[src/rtl/fifo_wr_arbiter.sv]
// fifo_wr_arbiter: round-robin write arbiter feeding a single FIFO write port.
// Four requesters compete for the FIFO; the winner owns a burst of up to
// MAX_BURST writes, stalling while the FIFO is full, then ownership moves on.
// Optional feature macro: FIFO_WR_ARB_STATS_EN adds per-requester saturating
// grant counters (grant_cnt) with a synchronous clear (stats_clr).
module fifo_wr_arbiter #(
    parameter int Data_Width = 8,
    parameter int MAX_BURST  = 4,
    parameter int Cnt_Width  = 16
) (
    input  logic                    wr_clk,
    input  logic                    wr_rstn,
    input  logic [3:0]              req,
    input  logic [4*Data_Width-1:0] req_data,
    input  logic                    full,
`ifdef FIFO_WR_ARB_STATS_EN
    input  logic                    stats_clr,
    output logic [4*Cnt_Width-1:0]  grant_cnt,
`endif
    output logic                    wr_en,
    output logic [Data_Width-1:0]   data_in,
    output logic [3:0]              gnt,
    output logic [1:0]              owner,
    output logic                    busy
);

    typedef enum logic [1:0] {
        ST_IDLE  = 2'd0,
        ST_BURST = 2'd1,
        ST_STALL = 2'd2
    } state_t;

    state_t      state_r;
    logic [1:0]  owner_r;
    logic [1:0]  last_r;
    logic [4:0]  count_r;

    logic                  wr_en_s;
    logic [Data_Width-1:0] data_s;
    logic [3:0]            gnt_s;

    // Round-robin pick: first set request after last_v, wrapping; last_v itself is lowest priority.
    function automatic logic [1:0] rr_pick(input logic [3:0] req_v, input logic [1:0] last_v);
        logic [1:0] pick_v;
        logic [1:0] idx_v;
        pick_v = last_v;
        for (int k = 4; k >= 1; k--) begin
            idx_v = last_v + k[1:0];
            if (req_v[idx_v]) begin
                pick_v = idx_v;
            end else begin
                pick_v = pick_v;
            end
        end
        return pick_v;
    endfunction

    // Write strobe, data and grant follow the owner's request and full in the same cycle.
    always_comb begin
        wr_en_s = 1'b0;
        data_s  = {Data_Width{1'b0}};
        gnt_s   = 4'b0000;
        if ((state_r == ST_BURST) && req[owner_r] && !full) begin
            wr_en_s = 1'b1;
            data_s  = req_data[owner_r*Data_Width +: Data_Width];
            gnt_s   = 4'b0001 << owner_r;
        end else begin
            wr_en_s = 1'b0;
        end
    end

    assign wr_en   = wr_en_s;
    assign data_in = data_s;
    assign gnt     = gnt_s;
    assign owner   = owner_r;
    assign busy    = (state_r != ST_IDLE);

    // Burst state machine: arbitration in IDLE, writes in BURST, waiting out full in STALL.
    always_ff @(posedge wr_clk or negedge wr_rstn) begin
        if (!wr_rstn) begin
            state_r <= ST_IDLE;
            owner_r <= 2'd0;
            last_r  <= 2'd3;
            count_r <= 5'd0;
        end else begin
            case (state_r)
                ST_IDLE: begin
                    if (|req) begin
                        owner_r <= rr_pick(req, last_r);
                        count_r <= 5'd0;
                        state_r <= ST_BURST;
                    end else begin
                        state_r <= ST_IDLE;
                    end
                end
                ST_BURST: begin
                    if (!req[owner_r]) begin
                        last_r  <= owner_r;
                        state_r <= ST_IDLE;
                    end else if (full) begin
                        state_r <= ST_STALL;
                    end else if (count_r == 5'(MAX_BURST - 1)) begin
                        last_r  <= owner_r;
                        count_r <= 5'd0;
                        state_r <= ST_IDLE;
                    end else begin
                        count_r <= count_r + 5'd1;
                    end
                end
                ST_STALL: begin
                    if (!req[owner_r]) begin
                        last_r  <= owner_r;
                        state_r <= ST_IDLE;
                    end else if (!full) begin
                        state_r <= ST_BURST;
                    end else begin
                        state_r <= ST_STALL;
                    end
                end
                default: begin
                    state_r <= ST_IDLE;
                    count_r <= 5'd0;
                end
            endcase
        end
    end

`ifdef FIFO_WR_ARB_STATS_EN
    logic [Cnt_Width-1:0] cnt_r [4];

    // Per-requester grant counters: saturate at all-ones, clear has priority over counting.
    always_ff @(posedge wr_clk or negedge wr_rstn) begin
        if (!wr_rstn) begin
            for (int i = 0; i < 4; i++) begin
                cnt_r[i] <= {Cnt_Width{1'b0}};
            end
        end else begin
            for (int i = 0; i < 4; i++) begin
                if (stats_clr) begin
                    cnt_r[i] <= {Cnt_Width{1'b0}};
                end else if (gnt_s[i] && (cnt_r[i] != {Cnt_Width{1'b1}})) begin
                    cnt_r[i] <= cnt_r[i] + Cnt_Width'(1);
                end else begin
                    cnt_r[i] <= cnt_r[i];
                end
            end
        end
    end

    // Flatten the counters onto the grant_cnt bus, requester i at slice i.
    always_comb begin
        grant_cnt = {(4*Cnt_Width){1'b0}};
        for (int i = 0; i < 4; i++) begin
            grant_cnt[i*Cnt_Width +: Cnt_Width] = cnt_r[i];
        end
    end
`endif

endmodule

[config.mk]
export PLATFORM = sky130hd
export DESIGN_NAME = fifo_wr_arbiter
export DESIGN_NICKNAME = d
export VERILOG_FILES = /design/src/rtl/fifo_wr_arbiter.sv
export SDC_FILE = /design/constraint.sdc
export NUM_CORES = 1
export LEC_CHECK = 0
export CAP_MARGIN = 15
export CORE_MARGIN = 3
export CORE_UTILIZATION = 42
export CTS_BUF_LIST = sky130_fd_sc_hd__clkbuf_4 sky130_fd_sc_hd__clkbuf_8
export CTS_CLUSTER_DIAMETER = 50
export DETAILED_ROUTE_END_ITERATION = 16
export MAX_ROUTING_LAYER = met4
export PLACE_DENSITY = 0.84
export SYNTH_ARGS = -nofsm -noshare
export SYNTH_HDL_FRONTEND = slang
export SYNTH_SLANG_ARGS = --single-unit
[constraint.sdc]
create_clock -name wr_clk -period 2.2 [get_ports wr_clk]
set_clock_uncertainty 0.15 [all_clocks]
set_input_delay 0.22 -clock wr_clk [delete_from_list [all_inputs] [get_ports wr_clk]]
set_output_delay 0.22 -clock wr_clk [all_outputs]
set_load 0.03 [all_outputs]
== Word-level counts from Yosys, hierarchy flattened ==
Cells that the tools add are included.
W data, S select, Z words.
Storage, ports and cells
  bits in registers: 11
  bits of input ports: 39
  output and inout port bits: 16
  word-level logic and storage cells: 66
Operators by class
  $add $sub $neg: 4
  magnitude comparators: 4
  eq/ne operators: 10
  shift operators: 2
  mux-type cells: 31
  bitwise gates (word level): 1
  reductions and logical operators: 10
Operators by type and width (count)
  $shiftx A32 B6 Y8: 1
  $mux W2: 12
  $mux W5: 4
  $pmux W5 S3: 1
  $lt A2 B3 Y1 const B: 4
  $bmux W1 S2: 4
  $mux W8: 1
  $reduce_and A4 Y1: 2
  $mux W1: 6
  $ne A2 B2 Y1 const B: 3
  $pmux W2 S3: 1
  $add A5 B1 Y5 const B: 1
  $eq A5 B2 Y1 const B: 1
  $add A2 B2 Y2 const B: 2
  $mux W4: 1
  $ne A4 B3 Y1 const B: 1
  $pmux W2 S2: 1
  $reduce_bool A2 Y1: 2
  $reduce_or A4 Y1: 1
  $shl A1 B2 Y4 const A: 1
  $ne A3 B2 Y1 const B: 1
  $ne A3 B3 Y1 const B: 1
  $add A2 B1 Y2 const B: 1
  $eq A2 B1 Y1 const B: 1
  7 further kinds: 8

== Depth between registers and ports, before layout ==
Gate-level depths: netlist of run 1.
  word-level depth: 6
  depth in mapped cells: 6
  depth with buffers taken out: 6

== Worst setup path before layout of run 1 ==
No wires, ideal clock.
  path kind: flip-flop to output port
  from: reg owner_r[0] (netlist: owner[0])
  to: out gnt[2]
  arrival time: 2.135 ns
  required time: 1.830 ns
  path slack: -0.305 ns
  cell stages (with the launch flop): 6
  path buffers: 1
  path through: dfrtp_1 clkbuf_4 mux4_2 nand2b_1 or2_4 nor3b_1
Between the ends
  word-level cells in the longest chain between the ends: 5
  elaborated cells between the ends (all ways): 6
  classes of those cells: 1 x shift; 3 x mux; 2 x reduce/logical
RTL lines
  from (decl): RTL line 34  | logic [1:0] owner_r;
  from (signal assigned): RTL line 89  | owner_r <= rr_pick(req, last_r);
  $bmux W1 S2: RTL line 63  | if ((state_r == ST_BURST) && req[owner_r] && !full) begin
  $mux W1 (not written as such): RTL line 63
  $logic_and A1 B1 Y1 (2 in a row): RTL line 63
  $mux W4 (*): RTL line 63
  to (decl): RTL line 22  | output logic [3:0] gnt,
Every way passes the cells marked *; elsewhere a longest branch is shown, timed or not. The select of a mux whose other input is x is not followed.

== Final worst setup path of run 1 ==
  from: reg owner_r[0] (netlist: owner[0])
  to: out gnt[1]
The elaborated chain is that of the path after synthesis.

==> impl_metrics.ini, run 1 <==
[outcome]
violations = negative setup slack
status = finished with violations

[die]
coreArea_mm2 = 0.002500
ios = 55
rows = 18
start_util_pct = 44.84
die_w_um = 57.67
die_h_um = 57.67
die_area_mm2 = 0.003325

[power_and_ir_drop]
p_clk_share_pct = 7.4
p_int_mw = 1.160
power_density_mw_per_mm2 = 1079
total_leakage_power_nw = 0.8360
p_total_mw = 2.016
pwr-share-seq_pct = 18.9
netSwitchingFraction_pct = 42.47
ir_drop_uv = 808.6
p_comb_share_pct = 73.6
switchingPower_uw = 856.3

[worst_setup_path]
cp_num_cells = 6
worstSetupStartpoint = owner[0]
r2r_start = count_r[0]
cp_num_buf_inv = 2
cp.arrival_ns = 1.83
critPathKind = reg2out
worstReg2RegEnd = last_r[0]
critical_path.top_delay_family = simple AND/OR/NAND/NOR gates
max_stage_delay_ns = 0.43
end_kind = output pin
r2r_setup_slack_ns = 0.19
critPathCapture = gnt[1]
critical_path.slowest_cell = dfrtp_2
worstPathRequired_ns = 1.83
startpoint_type = register
reg2reg_depth = 5
worstPathCellList = mux4_2 -> nand2b_1 -> or2_4 -> buf_6 -> nor3b_2 -> buf_4
path_max_fanout = 3

[sta]
slew_headroom_pct = 66.36
setup_viol = 1
finalCritPeriodShare_pct = 100.1
tightest_slew_ns = 0.5030
fmax_ghz = 0.4541
slew_violations = 0
period_minus_slack_ns = 2.202
hold_viol_final = 0
setup_slack_ns = -0.002244
rsz0062_at_grt = yes

[cells_and_area]
area_growth_pct = 66.63
final_util_pct = 74.72
final_common_cell = clkdlybuf4s50_1
n_antenna_cell = 0
drive_gt1_share_pct = 35.03
finalNetCount = 223
nFillCells = 172
layout_common_cells = clkdlybuf4s50_1, buf_4, buf_6

[clocking]
insertion_delay_ns = 0.27
cts_tree = yes
clockRootBuffer = clkbuf_4
cts_buffer_depth = 2
cts.clk_slew.worst_paths_ns = 0.07
ctsHtreeMaxLevel = 1
numClockSinks = 11
cts_buffers = 3

[route]
drt_pass1_iterations = 4
drt_iter0_markers = 45
wirelength_mm = 3.406
drtAntennaViolNets = 0
wl_met3_um = 238
routedWlPerCell_um = 16.45
maxUsedRoutingLayer = met4
wl_met2_mm = 1.699
vias_per_cell = 5.546
vias = 1148
wl_met1_mm = 1.426
drc = 0

[placed_design]
routabilityCongestion = 0.8407
hpwlAfterDp_mm = 2.689
numPortBuffers = 54

[global_route]
antenna_found_initial = 0
grt_pass1_wl_mm = 5.250
overflow = 0
first_global_vias = 1126
track_usage_pct = 21.08
grt_max_degree = 15

[logic_synthesis]
yosys_most_used_dff = dfrtp_1
synth_xor_area_share_pct = 0
synth_top_family_by_area = multiplexers
muxShareOfSynthArea_pct = 28.46
synth_cell_types = 42
synth_seq_cells = 11
synthAdderAreaFrac_pct = 6.696
async_reset_ff_share_pct = 100.0
synth_cells = 107
synth_warnings = 0
synth_edf_count = 0
yosysSeqAreaShare_pct = 24.78
synth_area_mm2 = 0.001121
synth_compound_area_share_pct = 9.821
synthSimpleGateAreaFrac_pct = 25.00
syn_area_per_cell_um2 = 10.48
synth_nets = 152

[flow_run]
drv_cap = 0

[hold_path]
hp-class = in2async
## sequential cells by signal, indices dropped and copies added (netlist names)
signal and flops:
last_r 2, state_r 2, owner 2, count_r 5
## logic make-up (layout without fill, tap and decap cells)
logic type,count (synthesis),after routing
AND/OR/NAND/NOR,45,45
adder cells (fa/ha/maj),6,6
multiplexers,18,18
AO/OA/AOI/OAI,16,16
flip-flops,11,11
buffers and inverters,11,81
## Yosys cell counts (all sizes together), types with 2 or more instances
master,instances,area (um2)
dfrtp,9,225.2
mux4,9,217.7
and2,8,50.05
inv,7,26.27
nand2b,7,43.79
ha,6,75.07
mux2,6,71.31
nand2,5,18.77
a21oi,4,20.02
nand3,4,20.02
nor3b,4,30.03
mux2i,3,30.03
nor2,3,11.26
o21ai,3,15.01
and3,2,12.51
buf,2,16.26
dfstp,2,52.55
nand4,2,12.51
nor2b,2,12.51
nor3,2,10.01
## cell type report
cell class	count	area, um2	share of cell area (%)
Multi-Input combinational cell	85	820.8	43.94
Clock buffer	4	30.03	1.608
Inverter	7	28.78	1.541
Timing Repair Buffer	70	671.9	35.97
Sequential cell	11	279.0	14.94
Tap cell	30	37.54	2.009
## metal layers
| layer | track usage [%] | vias to the layer above |
|---|---|---|
| li1 | - | 544 |
| met1 | 24.79 | 546 |
| met2 | 37.42 | 51 |
| met3 | 2.673 | 7 |
| met4 | 6.291 | 0 |
| met5 | - | - |
## worst min-delay path by stage
stage | startpoint | end | cells after the start
2_1_floorplan | wr_rstn | count_r[0] | 0
3_3_place_gp | count_r[4] | count_r[4] | 1
3_5_place_dp | count_r[4] | count_r[4] | 1
4_1_cts | wr_rstn | state_r[0] | 1
5_1_grt | wr_rstn | count_r[3] | 1
6_report | wr_rstn | count_r[1] | 1
## power groups by stage
stage               sequential, mW  clock (mW)  combinational [mW]
floorplan                    0.392           0               0.943
global placement             0.383           0                1.34
detailed placement           0.388           0                1.38
CTS                          0.380       0.154                1.43
global route                 0.395       0.157                1.61
finish                       0.382       0.150                1.48
## metrics by stage
step | TNS (ns) | instances | hold WS, ns | setup slack, ns | cell area [um2]
2_1_floorplan | 0 | 107 | -0.2256 | 0.01655 | 1155
3_3_place_gp | 0 | 199 | 0.3350 | 0.06309 | 1752
3_5_place_dp | 0 | 199 | 0.3444 | 0.0002334 | 1752
4_1_cts | -0.0003139 | 205 | 0.1377 | -0.0003139 | 1810
5_1_grt | -0.6928 | 207 | 0.1434 | -0.1056 | 1868
6_report | -0.002244 | 207 | 0.1344 | -0.002244 | 1868
## what timing repair did
| action | CTS | global route |
|---|---|---|
| resized for setup | 4 | 14 |
| hold buffers | 0 | 0 |
| pin swaps | 0 | 1 |
| endpoints found under the setup margin | 11 | 13 |
| setup buffers | 2 | 2 |
Power figures use the tool's default switching activity.
==> run 2, diff against run 1 <==
Settings changed: RECOVER_POWER from default to 50, SKIP_CTS_REPAIR_TIMING from default to 1.
==> impl_metrics.ini, run 2 (synthesized netlist as in run 1, its figures left out) <==
[worst_setup_path]
critPathCapture = gnt[2]
r2r_setup_slack_ns = 0.19
critPathKind = reg2out
worstReg2RegEnd = last_r[0]
reg2reg_depth = 5
path_max_fanout = 3
end_kind = output pin
worstPathRequired_ns = 1.83
startpoint_type = register
worstSetupStartpoint = owner[0]
r2r_start = count_r[0]
cp.arrival_ns = 1.84

[clocking]
cts.clk_slew.worst_paths_ns = 0.07
cts_buffers = 3
cts_buffer_depth = 2
cts_tree = yes
clockRootBuffer = clkbuf_4
ctsHtreeMaxLevel = 1
insertion_delay_ns = 0.27
numClockSinks = 11

[cells_and_area]
regArea_um2 = 279.0
largest_register_ffs = 5
multi_input_area_um2 = 820.8
drive_gt1_share_pct = 34.46
n_antenna_cell = 0
final_common_cell = clkdlybuf4s50_1
nFillCells = 175
largest_register = count_r
layout_common_cells = clkdlybuf4s50_1, buf_4, buf_6
area_growth_pct = 65.51
finalNetCount = 223

[route]
drtAntennaViolNets = 0
drc = 0
vias = 1151
routedWlPerCell_um = 16.34
wirelength_mm = 3.383
drt_iter0_markers = 22
vias_per_cell = 5.560
drt_pass1_iterations = 4

[sta]
finalCritPeriodShare_pct = 100.5
setup_viol = 1
rsz0062_at_grt = yes
tightest_slew_ns = 0.4915
hold_viol_final = 0
fin_setup_tns_ns = -0.009957
fmax_ghz = 0.4525
setup_slack_ns = -0.009957
slew_violations = 0
fin_hold_ws_ns = 0.1966
period_minus_slack_ns = 2.210
slew_headroom_pct = 67.13

[power_and_ir_drop]
p_clk_share_pct = 7.6
power_density_mw_per_mm2 = 1079
p_int_mw = 1.141
ir_drop_uv = 819.0
netSwitchingFraction_pct = 43.00
switchingPower_uw = 860.9
p_comb_share_pct = 73.4
total_leakage_power_nw = 0.8212
pwr-share-seq_pct = 19.0

[die]
start_util_pct = 44.84
rows = 18
die_h_um = 57.67
ios = 55
coreArea_mm2 = 0.002500
die_area_mm2 = 0.003325
die_w_um = 57.67

[global_route]
grt_pass1_wl_mm = 5.209
grt_max_degree = 15
track_usage_pct = 20.94
overflow = 0
first_global_vias = 1108
antenna_found_initial = 0

[outcome]
status = finished with violations
violations = negative setup slack

[placed_design]
place_ws_ns = 0.0002334
numPortBuffers = 54
hpwlAfterDp_mm = 2.689
routabilityCongestion = 0.8407

[hold_path]
hp-class = in2async

[flow_run]
drv_cap = 0
run 2: worst min-delay path by stage:
| stage | start | cells after the start | end | slack, ns |
|---|---|---|---|---|
| 2_1_floorplan | wr_rstn | 0 | count_r[0] | -0.23 |
| 3_3_place_gp | count_r[4] | 1 | count_r[4] | 0.33 |
| 3_5_place_dp | count_r[4] | 1 | count_r[4] | 0.34 |
| 4_1_cts | wr_rstn | 1 | state_r[0] | 0.14 |
| 5_1_grt | wr_rstn | 1 | count_r[3] | 0.21 |
| 6_report | wr_rstn | 1 | count_r[3] | 0.20 |
run 2: per-stage QoR:
step	area, um2	total power [mW]	std cells	util, %
detailed placement	1752	1.769	199	70.07
global placement	1752	1.721	199	70.07
CTS	1782	1.922	203	71.27
finish	1856	2.002	207	74.22
floorplan	1155	1.335	107	-
global route	1856	2.134	207	74.22
run 2: per-layer routing:
layer | routed length (um) | global-route usage, %
met1 | 1334 | 25.21
met2 | 1686 | 36.45
met3 | 309 | 2.673
met4 | 52 | 6.291
met5 | 0 | -
run 2: area by class of cell:
class	instances	area share, %
Sequential cell	11	15.04
Timing Repair Buffer	70	35.54
Clock buffer	4	1.618
Tap cell	30	2.023
Inverter	7	1.551
Multi-Input combinational cell	85	44.23
run 2: power by group through the flow:
| stage | registers (mW) | logic (mW) | clock network (mW) |
|---|---|---|---|
| 2_1_floorplan | 0.392 | 0.943 | 0 |
| 3_3_place_gp | 0.383 | 1.34 | 0 |
| 3_5_place_dp | 0.388 | 1.38 | 0 |
| 4_1_cts | 0.384 | 1.38 | 0.154 |
| 5_1_grt | 0.396 | 1.58 | 0.157 |
| 6_report | 0.381 | 1.47 | 0.151 |
run 2: critical path, stage by stage (launching register included):
cell      delay [ns]
dfrtp_2         0.43
mux4_2          0.35
nand2b_1        0.07
or2_4           0.25
buf_6           0.13
nor3b_2         0.16
buf_4           0.18
